**src/rtl/arbitro_rr_sched.sv**
```systemverilog
`default_nettype none
// ============================================================================
// Module   : arbitro_rr_sched
// Purpose  : Weighted round-robin scheduler moving words from four input
//            FIFOs to four output FIFOs. One input port is granted at a time.
//            The granted port is popped for up to BURST words. Each word is
//            steered to the output FIFO named by its 2-bit destination field.
//            A stall timer releases a grant that has been blocked by output
//            back-pressure for STALL_MAX cycles.
// Revision : 1.0 - initial release
// ----------------------------------------------------------------------------
// Ports
//   clk                 : clock, all logic on the rising edge
//   reset_L             : synchronous reset, active low
//   empty_p0..3         : input FIFO empty flags
//   data_in_0..3        : input FIFO head words (first-word-fall-through)
//   almostfull_p0..3    : output FIFO almost-full flags
//   pop_p0..3           : input FIFO pop strobes (combinational)
//   push_p0..3          : output FIFO push strobes (registered)
//   data_out_0..3       : output FIFO write data (registered)
//   grant               : current / last granted input port (registered)
//   idle                : scheduler idle with every input FIFO empty
// ============================================================================
module arbitro_rr_sched #(
    parameter int FIFO_WORD_SIZE = 10,
    parameter int DEST_LSB       = 8,
    parameter int BURST          = 4,
    parameter int STALL_MAX      = 8
) (
    input  logic                      clk,
    input  logic                      reset_L,
    input  logic                      empty_p0,
    input  logic                      empty_p1,
    input  logic                      empty_p2,
    input  logic                      empty_p3,
    input  logic [FIFO_WORD_SIZE-1:0] data_in_0,
    input  logic [FIFO_WORD_SIZE-1:0] data_in_1,
    input  logic [FIFO_WORD_SIZE-1:0] data_in_2,
    input  logic [FIFO_WORD_SIZE-1:0] data_in_3,
    input  logic                      almostfull_p0,
    input  logic                      almostfull_p1,
    input  logic                      almostfull_p2,
    input  logic                      almostfull_p3,
    output logic                      pop_p0,
    output logic                      pop_p1,
    output logic                      pop_p2,
    output logic                      pop_p3,
    output logic                      push_p0,
    output logic                      push_p1,
    output logic                      push_p2,
    output logic                      push_p3,
    output logic [FIFO_WORD_SIZE-1:0] data_out_0,
    output logic [FIFO_WORD_SIZE-1:0] data_out_1,
    output logic [FIFO_WORD_SIZE-1:0] data_out_2,
    output logic [FIFO_WORD_SIZE-1:0] data_out_3,
    output logic [1:0]                grant,
    output logic                      idle
);

    localparam logic [0:0] S_IDLE     = 1'b0;
    localparam logic [0:0] S_SERVE    = 1'b1;
    localparam logic [3:0] BURST_LAST = 4'(BURST - 1);
    localparam logic [3:0] STALL_LAST = 4'(STALL_MAX - 1);

    logic [3:0]                w_empty;
    logic [3:0]                w_afull;
    logic [FIFO_WORD_SIZE-1:0] w_data_in [4];

    assign w_empty      = {empty_p3, empty_p2, empty_p1, empty_p0};
    assign w_afull      = {almostfull_p3, almostfull_p2, almostfull_p1, almostfull_p0};
    assign w_data_in[0] = data_in_0;
    assign w_data_in[1] = data_in_1;
    assign w_data_in[2] = data_in_2;
    assign w_data_in[3] = data_in_3;

    logic [0:0] state_q, state_d;
    logic [1:0] grant_q, grant_d;
    logic [3:0] burst_cnt_q, burst_cnt_d;
    logic [3:0] stall_cnt_q, stall_cnt_d;

    logic [FIFO_WORD_SIZE-1:0] w_head;
    logic [1:0]                w_dest;
    logic                      w_head_vld;
    logic                      w_pop;
    logic                      w_stall;

    assign w_head     = w_data_in[grant_q];
    assign w_dest     = w_head[DEST_LSB +: 2];
    assign w_head_vld = !w_empty[grant_q];
    // Pops are qualified with reset_L so nothing leaves a FIFO while in reset.
    assign w_pop      = reset_L && (state_q == S_SERVE) && w_head_vld && !w_afull[w_dest];
    assign w_stall    = reset_L && (state_q == S_SERVE) && w_head_vld &&  w_afull[w_dest];

    // Round-robin pick: scan grant+1 .. grant+4 (the last wraps back onto grant).
    logic [1:0] w_rr_sel;
    logic       w_any_req;
    always_comb begin
        w_rr_sel  = grant_q;
        w_any_req = 1'b0;
        for (int k = 1; k <= 4; k++) begin
            if (!w_any_req && !w_empty[grant_q + 2'(k)]) begin
                w_rr_sel  = grant_q + 2'(k);
                w_any_req = 1'b1;
            end
        end
    end

    // State register
    always_ff @(posedge clk) begin
        if (!reset_L) begin
            state_q     <= S_IDLE;
            grant_q     <= 2'd3;
            burst_cnt_q <= 4'd0;
            stall_cnt_q <= 4'd0;
        end else begin
            state_q     <= state_d;
            grant_q     <= grant_d;
            burst_cnt_q <= burst_cnt_d;
            stall_cnt_q <= stall_cnt_d;
        end
    end

    // Next-state logic
    always_comb begin
        state_d     = state_q;
        grant_d     = grant_q;
        burst_cnt_d = burst_cnt_q;
        stall_cnt_d = stall_cnt_q;
        case (state_q)
            S_IDLE: begin
                if (w_any_req) begin
                    state_d     = S_SERVE;
                    grant_d     = w_rr_sel;
                    burst_cnt_d = 4'd0;
                    stall_cnt_d = 4'd0;
                end
            end
            S_SERVE: begin
                if (w_pop) begin
                    burst_cnt_d = burst_cnt_q + 4'd1;
                    stall_cnt_d = 4'd0;
                    if (burst_cnt_q == BURST_LAST) begin
                        state_d = S_IDLE;
                    end
                end else if (w_stall) begin
                    stall_cnt_d = stall_cnt_q + 4'd1;
                    if (stall_cnt_q == STALL_LAST) begin
                        state_d = S_IDLE;
                    end
                end else begin
                    // Neither pop nor stall: the granted FIFO has run dry.
                    state_d = S_IDLE;
                end
            end
            default: state_d = S_IDLE;
        endcase
    end

    // Output logic
    always_comb begin
        pop_p0 = w_pop && (grant_q == 2'd0);
        pop_p1 = w_pop && (grant_q == 2'd1);
        pop_p2 = w_pop && (grant_q == 2'd2);
        pop_p3 = w_pop && (grant_q == 2'd3);
        idle   = (state_q == S_IDLE) && (&w_empty);
    end

    // Push path: one cycle behind the pop, word passed through untouched.
    logic [3:0]                push_q, push_d;
    logic [FIFO_WORD_SIZE-1:0] dout_q [4];

    always_comb begin
        push_d = w_pop ? (4'b0001 << w_dest) : 4'b0000;
    end

    always_ff @(posedge clk) begin
        if (!reset_L) begin
            push_q <= 4'b0000;
            for (int i = 0; i < 4; i++) begin
                dout_q[i] <= '0;
            end
        end else begin
            push_q <= push_d;
            if (w_pop) begin
                dout_q[w_dest] <= w_head;
            end
        end
    end

    // A push registered just before reset asserts must not reach the output
    // FIFO, so the strobes are also qualified by reset_L.
    assign push_p0    = push_q[0] && reset_L;
    assign push_p1    = push_q[1] && reset_L;
    assign push_p2    = push_q[2] && reset_L;
    assign push_p3    = push_q[3] && reset_L;
    assign data_out_0 = dout_q[0];
    assign data_out_1 = dout_q[1];
    assign data_out_2 = dout_q[2];
    assign data_out_3 = dout_q[3];
    assign grant      = grant_q;

endmodule
`default_nettype wire

```
**config.mk**
```make
export PLATFORM = sky130hd
export DESIGN_NAME = arbitro_rr_sched
export DESIGN_NICKNAME = d
export VERILOG_FILES = /design/src/rtl/arbitro_rr_sched.sv
export SDC_FILE = /design/constraint.sdc
export NUM_CORES = 1
export LEC_CHECK = 0
export CORE_AREA = 2 2 79 81
export DETAILED_ROUTE_END_ITERATION = 16
export DIE_AREA = 0 0 81 83
export PLACE_DENSITY = 0.84
export SKIP_LAST_GASP = 1
export SYNTH_ARGS = -nofsm -noshare
export SYNTH_HDL_FRONTEND = slang
export SYNTH_SLANG_ARGS = --single-unit
```
**constraint.sdc**
```tcl
create_clock -name clk -period 3.9 [get_ports clk]
set_input_delay 0.39 -clock clk [delete_from_list [all_inputs] [get_ports clk]]
set_output_delay 0.39 -clock clk [all_outputs]
set_load 0.01 [all_outputs]
```
==> results.md <==
* Status: finished clean
* Clock Path Buffers at 2
* Worst Setup SP: grant[1]$_SDFFE_PN1P_
* Clock Latency Late Sink at 0.31 ns
* WP data arrival at 2.88 ns
* CTS H-tree lvls at 2
* VDD IR max at 0.000271 V
* P&R area growth vs syn at 43.5%
* Tcrit/Tclk final at 0.839
* Pin count of the biggest net entering global routing at 21
* Buf+Inv Stages, Crit Path at 1
* Reg-to-reg slack, setup at 1.00 ns
* Post-route ant nets at 0
* Die width at 81 µm
* Routed vias at 1,996
* 1st-iter DRT viols at 79
* Sequential cell area fraction in the yosys report at 0.548
* Placer Congestion at 0.879
* CTS-repair resized insts at 0
* Global route total overflow at 0
* Final HPWL DP at 4800 µm
* Drc violations at 0
* First-pass GRT wire length at 9430 µm
* Post-synth cell types at 46
* Final Setup Violations at 0
* Crit-path slowest cell: dfxtp_1
* WL final at 5840 µm
* Hold buffer count at cts at 0
* Top post-synthesis cells by area: edfxtp_1 (44%), dfxtp_1 (11%), mux4_2 (9.9%), and2_1 (6.4%), mux2i_1 (2.9%)
* Area leader, netlist: edfxtp_1
* Worst R2R End: dout_q[1][0]$_SDFFCE_PN0P_
* Crit path cell chain: mux4_2, mux2i_2, a22oi_2, nor2b_1, clkdlybuf4s50_1
* DP Worst Slack at 0.903 ns
* Diode count at 0
* Endpoint type of the worst setup path: output port
* CTS Root Cell: clkbuf_8
* Clock transition at path regs at 0.11 ns
* Ys async rst share at 0
* Final hold vios at 0
* CTS tree: done
* Initial antenna violation count at 0
* Reg2Reg Depth at 4
* CP Max Fanout at 20
* Worst clock skew at 0.0123 ns
* Per-cell routed wire length at 15.0 µm
* Synthesis warning total at 0
* Crit Path Class: reg2out
* Tot GR Track Use at 0.182
* Port Buffers at 100
* Most frequent cells after synthesis: edfxtp_1 (40), and2_1 (28), dfxtp_1 (15)
* MaxCap Viol Count at 0
* Maximum clock rate at 306 MHz
* Count leader, synth: edfxtp_1
* Post-Syn Area at 0.00274 mm²
* Setup bufs post-CTS at 0
* Leak at 1.47 nW
* Vias in the first global route at 2,014
* Measured slew at the worst slew-check pin at 0.777 ns
* EDFF count, synth at 40
* Share of cells above drive strength 1 at 0.121
* I/O Pins at 101
* DR pass1 iterations at 4
* Min Tclk post-route at 3.27 ns
* Top-area cell type share of the netlist area at 0.438
* CP peak stage delay at 0.84 ns
* WP depth at 5
* Largest delay contributor family on the critical path: multiplexers
* RSZ-0062 raised after global routing: no
* Final worst-path setup slack at 0.629 ns
* Max Slew Vio Count at 0
* Worst min path class: reg2reg
* Startpoint types: flop
* Syn avg cell area at 13.2 µm²
* Final hold slack at 0.498 ns
* Drt via density at 5.12
* Row count at 28
* Worst rel slew slack at 0.481
* Post-synthesis cell count at 207
* Worst R2R Start: grant[0]$_SDFFE_PN1P_
* Fillers at 435
* Clock sinks at 55
* Die Y at 83 µm
* Die ar. at 0.00672 mm²
* Flops & latches, synth at 55
* Critical Path End: pop_p3
* Starting Density at 0.471
* Most used flip-flop cell after synthesis: edfxtp_1
* Worst EP required at 3.51 ns
* CTS Buf Count at 5
* Pwr Density at 452 mW/mm²
* Total core area at 0.00582 mm²
* Layout net count at 370
* Setup tns final at 0 ns
==> registers in the layout (all words and copies together), names as in the netlist <==
register     count
burst_cnt_q      4
state_q          1
push_q           4
dout_q          40
grant            2
stall_cnt_q      4
==> cell usage in the layout, fill, tap and decap left out, drive strengths merged, types with 8 or more instances in the layout <==
cell type      Yosys  final
clkdlybuf4s50      0    100
edfxtp            40     40
and2              28     28
dfxtp             15     15
mux4              13     13
nor2b             12     12
mux2i              9      9
o21ai              8      8
==> worst min-delay path, cell delays in order (launching register included) <==
cell     delay, ns
dfxtp_1       0.34
nand3_1       0.06
a21oi_1       0.06
==> per-stage QoR <==
step                std cells  utilization  power (mW)  cell area, µm²
floorplan                 210            -        1.23            2750
global placement          382        0.660        1.46            3840
detailed placement        382        0.660        1.48            3840
CTS                       390        0.677        1.79            3940
global route              390        0.677        1.88            3940
finish                    390        0.677        1.78            3940
==> cells by family after synthesis <==
| family | share of synthesized area |
|---|---|
| XOR/XNOR | 0.00639 |
| buffers and inverters | 0.0251 |
| flip-flops | 0.548 |
| multiplexers | 0.155 |
| other | 0.00137 |
| AO/OA/AOI/OAI | 0.0571 |
| AND/OR/NAND/NOR | 0.180 |
| adder cells (fa/ha/maj) | 0.0274 |
==> routing by layer <==
layer / vias up / global-route usage / share of wire / routed length [µm]
met1: 945 / 0.203 / 0.39 / 2260
met5: - / 0 / 0 / 0
met2: 67 / 0.346 / 0.55 / 3240
li1: 977 / - / - / -
met3: 7 / 0.0359 / 0.050 / 292
met4: 0 / 0.0431 / 0.0094 / 55
==> cell type report <==
type	count	area (µm²)	area share
clock buffer	5	68.8	0.0175
clock inverter	3	27.5	0.00700
inverter	6	22.5	0.00572
timing repair buffer	105	1040	0.264
tap	75	93.8	0.0238
multi-input combinational	141	1180	0.300
sequential	55	1500	0.382
==> power by group <==
part           leakage [nW]  switching (mW)  internal, mW
Clock                0.0463           0.192         0.132
Combinational         0.891           0.322         0.381
Sequential            0.533          0.0700         0.682
==> worst min-delay path by stage <==
stage / start / end / slack, ns / cells after the start
5_1_grt: burst_cnt_q[3]$_SDFFE_PN0P_ / burst_cnt_q[3]$_SDFFE_PN0P_ / 0.51 / 2
2_1_floorplan: burst_cnt_q[3]$_SDFFE_PN0P_ / burst_cnt_q[3]$_SDFFE_PN0P_ / 0.46 / 2
6_report: burst_cnt_q[1]$_SDFFE_PN0P_ / burst_cnt_q[1]$_SDFFE_PN0P_ / 0.50 / 2
3_3_place_gp: burst_cnt_q[3]$_SDFFE_PN0P_ / burst_cnt_q[3]$_SDFFE_PN0P_ / 0.47 / 2
4_1_cts: burst_cnt_q[1]$_SDFFE_PN0P_ / burst_cnt_q[1]$_SDFFE_PN0P_ / 0.50 / 2
3_5_place_dp: burst_cnt_q[1]$_SDFFE_PN0P_ / burst_cnt_q[1]$_SDFFE_PN0P_ / 0.48 / 2
Power figures use the tool's default switching activity.
